===== src/rtl/apb_i2c_host_arbiter.sv =====
// rtl/apb_i2c_host_arbiter.sv - two-port round-robin APB master for the I2C bridge
// Runs one SETUP/ACCESS transfer at a time, rejects illegal writes, aborts on PREADY timeout.
module apb_i2c_host_arbiter #(
    parameter int ADDR_W  = 8,
    parameter int DATA_W  = 8,
    parameter int TIMEOUT = 16
) (
    input  logic              PCLK,
    input  logic              PRESETn,
    input  logic              req0,
    input  logic              req1,
    input  logic              write0,
    input  logic              write1,
    input  logic [ADDR_W-1:0] addr0,
    input  logic [ADDR_W-1:0] addr1,
    input  logic [DATA_W-1:0] wdata0,
    input  logic [DATA_W-1:0] wdata1,
    output logic              done0,
    output logic              done1,
    output logic              err0,
    output logic              err1,
    output logic [DATA_W-1:0] rdata0,
    output logic [DATA_W-1:0] rdata1,
    output logic              PSELx,
    output logic              PENABLE,
    output logic              PWRITE,
    output logic [ADDR_W-1:0] PADDR,
    output logic [DATA_W-1:0] PWDATA,
    input  logic [DATA_W-1:0] PRDATA,
    input  logic              PREADY
);

    typedef enum logic [1:0] {IDLE, SETUP, ACCESS, REJECT} state_t;

    localparam logic [7:0] TIMEOUT_M1 = 8'(TIMEOUT - 1);

    state_t              state_q, state_d;
    logic                gnt_q, gnt_d;
    logic                last_q, last_d;
    logic [7:0]          cnt_q, cnt_d;
    logic                psel_q, psel_d;
    logic                penable_q, penable_d;
    logic                pwrite_q, pwrite_d;
    logic [ADDR_W-1:0]   paddr_q, paddr_d;
    logic [DATA_W-1:0]   pwdata_q, pwdata_d;
    logic                done0_q, done0_d, done1_q, done1_d;
    logic                err0_q, err0_d, err1_q, err1_d;
    logic [DATA_W-1:0]   rdata0_q, rdata0_d, rdata1_q, rdata1_d;

    logic                elig0, elig1, pick, win_write;
    logic [ADDR_W-1:0]   win_addr;
    logic [DATA_W-1:0]   win_wdata;

    function automatic logic writable(input logic [ADDR_W-1:0] a);
        return (a == ADDR_W'(0)) || (a == ADDR_W'(1)) ||
               (a == ADDR_W'(2)) || (a == ADDR_W'(4));
    endfunction

    // A port whose done is pulsing this cycle is still dropping its req; ignore it once.
    always_comb begin
        elig0     = req0 & ~done0_q;
        elig1     = req1 & ~done1_q;
        pick      = (elig0 && elig1) ? ~last_q : elig1;
        win_write = pick ? write1 : write0;
        win_addr  = pick ? addr1  : addr0;
        win_wdata = pick ? wdata1 : wdata0;
    end

    always_comb begin
        state_d   = state_q;
        gnt_d     = gnt_q;
        last_d    = last_q;
        cnt_d     = cnt_q;
        psel_d    = psel_q;
        penable_d = penable_q;
        pwrite_d  = pwrite_q;
        paddr_d   = paddr_q;
        pwdata_d  = pwdata_q;
        done0_d   = 1'b0;
        done1_d   = 1'b0;
        err0_d    = 1'b0;
        err1_d    = 1'b0;
        rdata0_d  = rdata0_q;
        rdata1_d  = rdata1_q;
        case (state_q)
            IDLE: begin
                if (elig0 || elig1) begin
                    gnt_d    = pick;
                    last_d   = pick;
                    cnt_d    = 8'd0;
                    pwrite_d = win_write;
                    paddr_d  = win_addr;
                    pwdata_d = win_wdata;
                    if (win_write && !writable(win_addr)) begin
                        state_d = REJECT;
                    end else begin
                        state_d = SETUP;
                        psel_d  = 1'b1;
                    end
                end
            end
            SETUP: begin
                state_d   = ACCESS;
                penable_d = 1'b1;
            end
            ACCESS: begin
                if (PREADY || cnt_q == TIMEOUT_M1) begin
                    state_d   = IDLE;
                    psel_d    = 1'b0;
                    penable_d = 1'b0;
                    if (gnt_q) begin
                        done1_d = 1'b1;
                        err1_d  = ~PREADY;
                        if (!PREADY)       rdata1_d = '0;
                        else if (!pwrite_q) rdata1_d = PRDATA;
                    end else begin
                        done0_d = 1'b1;
                        err0_d  = ~PREADY;
                        if (!PREADY)       rdata0_d = '0;
                        else if (!pwrite_q) rdata0_d = PRDATA;
                    end
                end else begin
                    cnt_d = cnt_q + 8'd1;
                end
            end
            REJECT: begin
                state_d = IDLE;
                if (gnt_q) begin
                    done1_d = 1'b1;
                    err1_d  = 1'b1;
                end else begin
                    done0_d = 1'b1;
                    err0_d  = 1'b1;
                end
            end
            default: state_d = IDLE;
        endcase
    end

    always_ff @(posedge PCLK or negedge PRESETn) begin
        if (!PRESETn) begin
            state_q   <= IDLE;
            gnt_q     <= 1'b0;
            last_q    <= 1'b1;
            cnt_q     <= 8'd0;
            psel_q    <= 1'b0;
            penable_q <= 1'b0;
            pwrite_q  <= 1'b0;
            paddr_q   <= '0;
            pwdata_q  <= '0;
            done0_q   <= 1'b0;
            done1_q   <= 1'b0;
            err0_q    <= 1'b0;
            err1_q    <= 1'b0;
            rdata0_q  <= '0;
            rdata1_q  <= '0;
        end else begin
            state_q   <= state_d;
            gnt_q     <= gnt_d;
            last_q    <= last_d;
            cnt_q     <= cnt_d;
            psel_q    <= psel_d;
            penable_q <= penable_d;
            pwrite_q  <= pwrite_d;
            paddr_q   <= paddr_d;
            pwdata_q  <= pwdata_d;
            done0_q   <= done0_d;
            done1_q   <= done1_d;
            err0_q    <= err0_d;
            err1_q    <= err1_d;
            rdata0_q  <= rdata0_d;
            rdata1_q  <= rdata1_d;
        end
    end

    assign PSELx   = psel_q;
    assign PENABLE = penable_q;
    assign PWRITE  = pwrite_q;
    assign PADDR   = paddr_q;
    assign PWDATA  = pwdata_q;
    assign done0   = done0_q;
    assign done1   = done1_q;
    assign err0    = err0_q;
    assign err1    = err1_q;
    assign rdata0  = rdata0_q;
    assign rdata1  = rdata1_q;

endmodule


===== config.mk =====
export PLATFORM = sky130hd
export DESIGN_NAME = apb_i2c_host_arbiter
export DESIGN_NICKNAME = d
export VERILOG_FILES = /design/src/rtl/apb_i2c_host_arbiter.sv
export SDC_FILE = /design/constraint.sdc
export NUM_CORES = 1
export LEC_CHECK = 0
export BUFFER_PORTS_ARGS = -buffer_cell sky130_fd_sc_hd__buf_2
export CORE_ASPECT_RATIO = 0.5
export CORE_MARGIN = 1.5
export CORE_UTILIZATION = 49
export DETAILED_ROUTE_END_ITERATION = 10
export PLACE_DENSITY_LB_ADDON = 0.25
export SYNTH_ARGS = -nofsm -noshare
export SYNTH_HDL_FRONTEND = slang
export SYNTH_SLANG_ARGS = --single-unit

===== constraint.sdc =====
create_clock -name PCLK -period 2.1 [get_ports PCLK]
set_input_delay 0.105 -clock PCLK [delete_from_list [all_inputs] [get_ports PCLK]]
set_output_delay 0.105 -clock PCLK [all_outputs]
set_load 0.01 [all_outputs]

Yosys cells after proc, flatten, opt, wreduce, memory -nomap -nowiden
Index checks and enable logic that the tools add are counted.
W data, S select, Z words.
- add/subtract/negate cells: 1
- equality and inequality tests: 12
- multiplexer cells: 30
- bitwise operators: 7
- reductions and logical operators: 19
- operator list (operator ; number):
    $mux W8 ; 6
    $pmux W8 S2 ; 1
    $mux W1 ; 13
    $pmux W1 S2 ; 6
    $reduce_and A4 Y1 ; 3
    $ne A2 B2 Y1 const B ; 5
    $add A8 B1 Y8 const B ; 1
    $eq A8 B1 Y1 const B ; 1
    $eq A8 B2 Y1 const B ; 1
    $eq A8 B3 Y1 const B ; 1
    $eq A8 B4 Y1 const B ; 1
    $logic_not A8 Y1 ; 1
    $pmux W2 S4 ; 1
    $mux W2 ; 3
    $reduce_and A2 Y1 ; 3
    $logic_or A1 B1 Y1 ; 5
    $not A1 Y1 ; 5
    $eq A2 B2 Y1 const B ; 2
    $reduce_bool A2 Y1 ; 2
    $reduce_and A3 Y1 ; 1
    $and A1 B1 Y1 ; 2
    $eq A2 B1 Y1 const B ; 1
    $logic_and A1 B1 Y1 ; 2
    $logic_not A2 Y1 ; 1
    $logic_not A1 Y1 ; 1
- flip-flop bits (word level): 51
- input port bits: 47

Depth between registers and ports, before layout
Gate-level depths: netlist of the first run.
- depth after elaboration: 14
- depth in mapped cells: 6
- mapped depth without buffers: 5

Worst setup path after synthesis of the first run
OpenSTA, ideal clock, no wires.
- path type: register -> register
- start: register cnt_q[0]
- end: register rdata1_q[0] (netlist: rdata1[0])
- arrival time: 1712 ps
- data required time: 1975 ps
- setup slack: 263 ps
- stages on the path, launching flop included: 6
- buffers on the path: 0
- clock period less this slack: 1837 ps
- cells stage by stage: dfrtp_1 ha_1 and3_1 a31oi_1 nor3b_2 mux2_2
- cells in the longest elaborated chain, start to end: 3
- RTL lines (what ; line ; RTL):
    start: declaration ; 40 ; logic [7:0] cnt_q, cnt_d;
    start signal: assignment ; 161 ; cnt_q <= cnt_d;
    $eq A8 B4 Y1 ; 107 ; if (PREADY || cnt_q == TIMEOUT_M1) begin
    $logic_or A1 B1 Y1 ; 107 ;
    $reduce_and A4 Y1 (no line) ; -- ;
    end signal: assignment ; 172 ; rdata1_q <= rdata1_d;
    end: declaration ; 48 ; logic [DATA_W-1:0] rdata0_q, rdata0_d, rdata1_q, rdata1_d;
No other way between the ends.
A chain may end at the register's enable or synchronous reset.

Worst setup path in the final report of the first run
- start: register cnt_q[1]
- end: register rdata0_q[1] (netlist: rdata0[1])
- cells in the longest elaborated chain, start to end: 3
- RTL lines (what ; line ; RTL):
    $eq A8 B4 Y1 ; 107 ;
    $logic_or A1 B1 Y1 ; 107 ;
    $reduce_and A4 Y1 (no line) ; -- ;
    end signal: assignment ; 171 ; rdata0_q <= rdata0_d;
    end: declaration ; 48 ;
No other way between the ends.

==> results of run 1 <==
## through the flow
stage	power, mW	worst slack, ns	cell area [µm²]	util
3_5_place_dp	3.026	0.1044	2836	0.6320
6_report	3.807	0.2192	2988	0.6657
5_1_grt	4.077	0.08393	2988	0.6657
2_1_floorplan	2.444	0.2634	2330	-
4_1_cts	3.837	0.09272	2983	0.6646
3_3_place_gp	2.950	0.1827	2836	0.6320
## Yosys cell counts (all sizes together), types with 2 or more instances
library cell | instances | area [µm²]
and2 | 11 | 68.82
a31oi | 2 | 12.51
clkbuf | 7 | 26.28
buf | 2 | 16.26
nor2 | 10 | 37.54
o211ai | 3 | 22.52
xor2 | 3 | 26.28
and3 | 2 | 12.51
dfrtp | 50 | 1251
mux2i | 16 | 160.2
nand2 | 21 | 78.83
a21oi | 5 | 25.02
o21ai | 25 | 125.1
nand2b | 3 | 18.77
mux2 | 16 | 180.2
nor2b | 3 | 18.77
o31ai | 3 | 22.52
inv | 5 | 18.77
nor4 | 3 | 33.78
nand3 | 8 | 40.04
## logic make-up (layout without fill, tap and decap cells)
group / after synthesis / count (layout) / share of synthesized area
AO/OA/AOI/OAI: 43 / 43 / 0.1090
multiplexers: 32 / 32 / 0.1461
AND/OR/NAND/NOR: 67 / 67 / 0.1536
buffers and inverters: 14 / 104 / 0.02632
XOR/XNOR: 3 / 3 / 0.01128
adder cells (fa/ha/maj): 1 / 1 / 0.005370
flip-flops: 51 / 51 / 0.5483
## where the power goes
| group | leakage, nW | switching (mW) | internal [mW] |
|---|---|---|---|
| Sequential | 0.656 | 0.241 | 1.36 |
| Combinational | 0.833 | 0.768 | 0.628 |
| Clock | 0.0644 | 0.331 | 0.475 |
| Total | 1.55 | 1.34 | 2.47 |
## final timing paths
path	from	depth (start not counted)	slack, ns	end
min in group asynchronous	PRESETn	2	0.39	PADDR[3]
worst max register to register	cnt_q[1]	5	0.22	rdata0[1]
max in group asynchronous	PRESETn	3	1.02	last_q
worst min-delay path	wdata1[1]	3	0.09	PWDATA[1]
worst min register to register	PADDR[3]	2	0.48	PADDR[3]
worst max-delay path	cnt_q[1]	5	0.22	rdata0[1]
## per-layer routing
layer	global-route usage	part of all wire
met1	0.2437	0.47
met2	0.3810	0.47
met3	0.05914	0.058
met4	0.04695	0.0087
met5	0	0
## worst max-delay path, stage by stage (launching register included)
cell     delay [ns]
dfrtp_1        0.41
ha_1           0.20
and3_1         0.26
a31oi_1        0.15
or3_4          0.46
mux2_2         0.29
## state kept, by name, indices dropped and copies added, names as in the netlist
name     count
rdata0       8
done1        1
PENABLE      1
done0        1
PWDATA       8
last_q       1
cnt_q        8
gnt_q        1
rdata1       8
PSELx        1
state_q      2
PWRITE       1
PADDR        8
err1         1
err0         1
## repair_timing
| item | in CTS | in global routing |
|---|---|---|
| endpoints found under the setup margin | 0 | 8 |
| hold buffers | 1 | 0 |
| gates resized for setup | 0 | 1 |
| endpoints found under the hold margin | 31 | 0 |
## cell type report
cell class,instances,area share
Clock buffer,5,0.02303
Clock inverter,3,0.02261
Inverter,5,0.006281
Multi-Input combinational cell,146,0.3346
Sequential cell,51,0.4276
Tap cell,66,0.02764
Timing Repair Buffer,91,0.1583
==> impl_metrics.yaml, run 1 <==
synth:
  ys_async_sr_fraction: 1.000
  synth_fp_nets: 259
  syn_inst: 211
  synth_cell_types: 36
  synth.avg_cell_area_um2: 11.04
  synth_edf_count: 0
  synthFlopType: "dfrtp_1"
  yosysWarningCount: 0
  yosysSeqAreaShare: 0.5483
  synth_seq_cells: 51
  synth_area_mm2: 0.002330
placement:
  place_congestion: 0.8690
  io_buffer_count: 85
  dp_hpwl_mm: 3.745
  place_inst: 358
critical_path:
  crit_type: "flop to flop"
  cp.arrival_ns: 2.08
  cp_max_fo: 8
  worst_setup_path_end_kind: "flop"
  startpoint_type: "flop"
  cp.required_ns: 2.30
clock_network:
  h-tree-depth: 2
  clk_latency_ns: 0.30
  cts_tree: "done"
  postCtsSetupRepairBufs: 0
  clk_pin_slew_ns: 0.10
  numCtsBuffers: 5
  cts.sinks: 51
  clock_path_buffers: 2
  root_buffer: "clkbuf_8"
route:
  ant_nets: 0
  routedWlPerCell_um: 13.78
  drtIter0Drc: 47
  dr.pass1.iters: 4
  drc: 0
  vias_per_cell: 5.147
  drt-total-wl_mm: 5.056
  vias: 1889
floorplan:
  die-area_mm2: 0.005202
  ios: 86
  fp.dieH_um: 51.76
  initial_utilization: 0.5191
  core-area_mm2: 0.004488
  rows: 17
  die_w_um: 100.5
final_layout:
  instances_no_fill: 367
  ff_latch_area_mm2: 0.001277
  fin_nets: 348
  drive_gt1_frac: 0.4053
  area_growth_pct: 28.25
  final.fill_count: 363
  final_common_cell: "buf_2"
  n_antenna_cell: 0
  multi_input_area_um2: 999.7
  mostFrequentLayoutCells: "85 x buf_2, 50 x dfrtp_1, 24 x o21ai_0"
timing:
  setup_viol: 0
  drv_slew: 0
  rsz0062_at_grt: "no"
  tightest_slew_ns: 0.7693
  period_share: 0.8956
  max_freq_ghz: 0.5317
  period_needed_ns: 1.881
  finalSetupTns_ns: 0
  fin_skew_ns: 0.008226
  final_hold_viol_count: 0
  hold_ws_ns: 0.08728
  maxSlewHeadroom: 0.4871
pwr:
  p_per_area_mw_per_mm2: 1274
  ir_drop_v: 0.0005827
  leakagePower_nw: 1.553
flow_run:
  cap_violations: 0
grt:
  grt_overflow: 0
  grt_pass1_wl_mm: 8.238
  grt_max_degree: 34
  grtUsageTotal: 0.2065
  antenna_found_initial: 0
  grt_pass1_vias: 1845
worst_hold_path:
  min_path_type: "input port to flop"
outcome:
  status: "finished clean"
No activity file was read; power rests on OpenSTA's default activity.
==> inputs of run 2 (changes only) <==
--- a/config.mk
+++ b/config.mk
@@ -6,9 +6,11 @@
 export NUM_CORES = 1
 export LEC_CHECK = 0
 export BUFFER_PORTS_ARGS = -buffer_cell sky130_fd_sc_hd__buf_2
+export CAP_MARGIN = 5
 export CORE_ASPECT_RATIO = 0.5
 export CORE_MARGIN = 1.5
-export CORE_UTILIZATION = 49
+export CORE_UTILIZATION = 51
+export CTS_BUF_LIST = sky130_fd_sc_hd__clkbuf_2
 export DETAILED_ROUTE_END_ITERATION = 10
 export PLACE_DENSITY_LB_ADDON = 0.25
 export SYNTH_ARGS = -nofsm -noshare
==> impl_metrics.yaml, run 2 (synthesis gave the netlist of run 1 again) <==
critical_path:
  worst_setup_path_end_kind: "flop"
  max_stage_delay_ns: 0.60
  cp.required_ns: 2.43
  cp.arrival_ns: 2.35
  crit_type: "flop to flop"
  cp_max_fo: 14
  startpoint_type: "flop"
  cp_slowest_cell: "dfstp_2"
  cp_cell_sequence: "nand3b_1 > nand2_4 > buf_12 > mux2i_1 > dlygate4sd3_1 > o21ai_0"
clock_network:
  postCtsSetupRepairBufs: 0
  numCtsBuffers: 5
  clock_path_buffers: 2
  root_buffer: "clkbuf_2"
  clk_pin_slew_ns: 0.27
  cts_tree: "done"
  clk_latency_ns: 0.43
  h-tree-depth: 2
  cts.sinks: 51
final_layout:
  final_area_mm2: 0.003287
  final_common_cell: "buf_2"
  drive_gt1_frac: 0.3717
  area_growth_pct: 41.08
  mostFrequentLayoutCells: "85 x buf_2, 50 x dfrtp_1, 36 x dlygate4sd3_1"
  fin_nets: 386
  n_antenna_cell: 0
  final.fill_count: 311
grt:
  grtUsageTotal: 0.2580
  grt_pass1_vias: 2149
  grt_pass1_wl_mm: 9.991
  antenna_found_initial: 0
  grt_max_degree: 32
  grt_overflow: 0
timing:
  setup_slack_ns: 0.07918
  period_share: 0.9623
  drv_slew: 0
  rsz0062_at_grt: "no"
  fin_skew_ns: 0.02014
  final_hold_viol_count: 0
  setup_viol: 0
  finalSetupTns_ns: 0
  tightest_slew_ns: 0.6666
  period_needed_ns: 2.021
  max_freq_ghz: 0.4948
  maxSlewHeadroom: 0.5556
pwr:
  p_per_area_mw_per_mm2: 1084
  ir_drop_v: 0.0005496
  leakagePower_nw: 1.687
  finalPower_mw: 3.564
route:
  drtIter0Drc: 71
  vias_per_cell: 5.250
  vias: 2079
  routedWlPerCell_um: 14.96
  ant_nets: 0
  drt-total-wl_mm: 5.924
  dr.pass1.iters: 7
  drc: 5
placement:
  io_buffer_count: 85
  dp_slack_ns: 0.09874
  dpl_cell_area_mm2: 0.002853
  dp_hpwl_mm: 3.788
  place_congestion: 0.8469
floorplan:
  die-area_mm2: 0.005007
  rows: 17
  fp.dieH_um: 50.79
  ios: 86
  core-area_mm2: 0.004403
  die_w_um: 98.59
  initial_utilization: 0.5291
flow_run:
  cap_violations: 0
worst_hold_path:
  min_path_type: "input port to flop"
outcome:
  violations: "DRC"
  status: "finished, violations left"
-- run 2: cell type report --
cell class,instances,area (µm²),area share
Timing Repair Buffer,129,863.3,0.2627
Inverter,5,18.77,0.005710
Tap cell,57,71.32,0.02170
Clock buffer,5,25.02,0.007613
Sequential cell,51,1277,0.3887
Clock inverter,3,20.02,0.006091
Multi-Input combinational cell,146,1011,0.3076
-- run 2: per-layer routing --
layer	track usage	wire, µm	vias up
li1	-	-	1001
met1	0.3129	2559	986
met2	0.4606	2886	81
met3	0.07103	426	11
met4	0.07143	52	0
met5	0	0	-
-- run 2: worst paths after layout --
| check | to | cells after the start | slack [ns] | start |
|---|---|---|---|---|
| min in group asynchronous | rdata1[3] | 2 | 0.19 | PRESETn |
| setup / recovery | PWDATA[5] | 6 | 0.08 | last_q |
| setup reg to reg | PWDATA[5] | 6 | 0.08 | last_q |
| hold / removal | rdata1[7] | 3 | 0.03 | PRDATA[7] |
| hold reg to reg | last_q | 2 | 0.51 | last_q |
| max in group asynchronous | last_q | 3 | 1.20 | PRESETn |
-- run 2: critical path: cells and delay by family, from the launching register on --
kind	cells	cell delay, ns
compound gates	1	0.08
buf+inv	2	0.74
flops	1	0.60
simple gates	2	0.31
mux	1	0.21
-- run 2: stage by stage --
stage	instances	utilization	hold WS [ns]
global placement	351	0.6479	0.1638
finish	396	0.7465	0.03220
floorplan	211	-	-0.1906
detailed placement	351	0.6479	0.1766
CTS	395	0.7400	0.01698
global route	396	0.7465	0.003096
-- run 2: where the power goes --
part           leakage (nW)  internal [mW]  switching (mW)
clock network        0.0250         0.0788           0.315
logic                  1.01          0.745           0.821
registers             0.656           1.36           0.244
-- run 2: what timing repair did --
item,in CTS,in global routing
hold buffers,36,1
resized for setup,0,5
hold endpoints to repair,49,1
endpoints found under the setup margin,0,16
==> inputs of run 3 (changes only) <==
--- a/config.mk
+++ b/config.mk
@@ -13,6 +13,7 @@
 export CTS_BUF_LIST = sky130_fd_sc_hd__clkbuf_2
 export DETAILED_ROUTE_END_ITERATION = 10
 export PLACE_DENSITY_LB_ADDON = 0.25
+export SETUP_SLACK_MARGIN = 0.5
 export SYNTH_ARGS = -nofsm -noshare
 export SYNTH_HDL_FRONTEND = slang
 export SYNTH_SLANG_ARGS = --single-unit
==> impl_metrics.yaml, run 3 (synthesis gave the netlist of run 1 again) <==
pwr:
  leakagePower_nw: 1.726
  p_int_mw: 2.184
  switchingPower_mw: 1.392
  pwr-share-comb: 0.438
  p_sw_frac: 0.3893
  p_per_area_mw_per_mm2: 1058
  p_seq_frac: 0.450
  pwr-share-clk: 0.113
  ir_drop_v: 0.0005676
route:
  dr.pass1.iters: 8
  drc: 6
  vias_per_cell: 5.289
  vias: 2126
  drt-total-wl_mm: 6.114
  ant_nets: 0
  drtIter0Drc: 117
  routedWlPerCell_um: 15.21
grt:
  grtUsageTotal: 0.2475
  grt_pass1_wl_mm: 9.487
  grt_overflow: 0
  grt_max_degree: 40
  antenna_found_initial: 0
  grt_pass1_vias: 2020
clock_network:
  clk_pin_slew_ns: 0.27
  h-tree-depth: 2
  numCtsBuffers: 5
  cts_tree: "done"
  clk_latency_ns: 0.44
  clock_path_buffers: 2
  cts.sinks: 51
  root_buffer: "clkbuf_2"
final_layout:
  mostFrequentLayoutCells: "85 x buf_2, 50 x dfrtp_1, 37 x dlygate4sd3_1"
  fin_nets: 392
  final.fill_count: 297
  area_growth_pct: 45.11
  postLayoutCoreUtil: 0.7678
  n_antenna_cell: 0
  drive_gt1_frac: 0.3942
  final_common_cell: "buf_2"
critical_path:
  cp_max_fo: 8
  crit_type: "flop to flop"
  worst_setup_path_end_kind: "flop"
  worstSetupStartpoint: "cnt_q[6]"
  startpoint_type: "flop"
  reg2reg_to: "rdata1[4]"
  r2r_setup_slack_ns: 0.36
  cp.required_ns: 2.44
  cp.arrival_ns: 2.08
  reg2reg_depth: 5
  timing.rr.start: "cnt_q[6]"
timing:
  drv_slew: 0
  max_freq_ghz: 0.5739
  tightest_slew_ns: 0.6859
  final_hold_viol_count: 0
  finalSetupTns_ns: 0
  setup_viol: 0
  maxSlewHeadroom: 0.5427
  period_needed_ns: 1.743
  rsz0062_at_grt: "yes"
  period_share: 0.8298
  fin_skew_ns: 0.03167
floorplan:
  initial_utilization: 0.5291
  rows: 17
  die-area_mm2: 0.005007
  fp.dieH_um: 50.79
  die_w_um: 98.59
  core-area_mm2: 0.004403
  ios: 86
worst_hold_path:
  hold_path_depth: 3
  hp-start: "PRDATA[3]"
  hold-path-endpoint: "rdata1[3]"
  min_path_type: "input port to flop"
outcome:
  violations: "DRC"
  status: "finished, violations left"
flow_run:
  cap_violations: 0
placement:
  io_buffer_count: 85
  dp_hpwl_mm: 3.489
  place_congestion: 0.8793
## run 3: layer usage
layer,global-route usage,vias up,wire [µm]
met2,0.4236,82,2915
li1,-,1006,-
met4,0.06905,0,75
met1,0.3237,1026,2773
met5,0,-,0
met3,0.05432,12,349
## run 3: per-stage QoR
step	power [mW]	hold WS, ns	cells	cell area [µm²]	setup slack (ns)
floorplan	2.452	-0.1906	211	2344	0.3018
global placement	2.944	0.1652	348	2828	0.2613
detailed placement	3.007	0.1782	348	2828	0.1913
CTS	3.523	0.004201	397	3316	0.3866
global route	3.813	0.001148	402	3381	0.2851
finish	3.576	0.03765	402	3381	0.3575
## run 3: power groups by stage
stage,Combinational (mW),Clock (mW),Sequential [mW]
after floorplan,0.711,0,1.74
after global placement,1.35,0,1.60
after detailed placement,1.40,0,1.61
after CTS,1.52,0.413,1.59
after global routing,1.71,0.455,1.64
final,1.57,0.403,1.61
## run 3: what timing repair did
item	CTS	global route
hold endpoints to repair	46	6
setup endpoints to repair	30	44
setup buffers	7	2
hold buffers	34	3
resized for setup	12	4
gates cloned	0	0
pin swaps	2	2
## run 3: worst max path at each step
stage | endpoint | slack (ns) | depth (start not counted)
final | rdata1[4] | 0.36 | 5
after global routing | rdata1[4] | 0.29 | 5
after CTS | rdata0[4] | 0.39 | 4
after detailed placement | rdata0[5] | 0.19 | 5
after global placement | rdata0[5] | 0.26 | 5
after floorplan | rdata1[0] | 0.30 | 4
## run 3: final cells by class
cell class	instances	area (µm²)	share of cell area
clock inverter	3	20.02	0.005922
tap	57	71.32	0.02110
sequential	51	1277	0.3779
clock buffer	5	25.02	0.007402
inverter	5	18.77	0.005551
timing repair buffer	135	900.9	0.2665
multi-input combinational	146	1067	0.3157
## run 3: critical path, stage by stage (launching register included)
cell     delay (ns)
dfrtp_1        0.47
nor4_4         0.32
a31oi_2        0.14
nor3b_2        0.21
buf_6          0.19
mux2_4         0.31
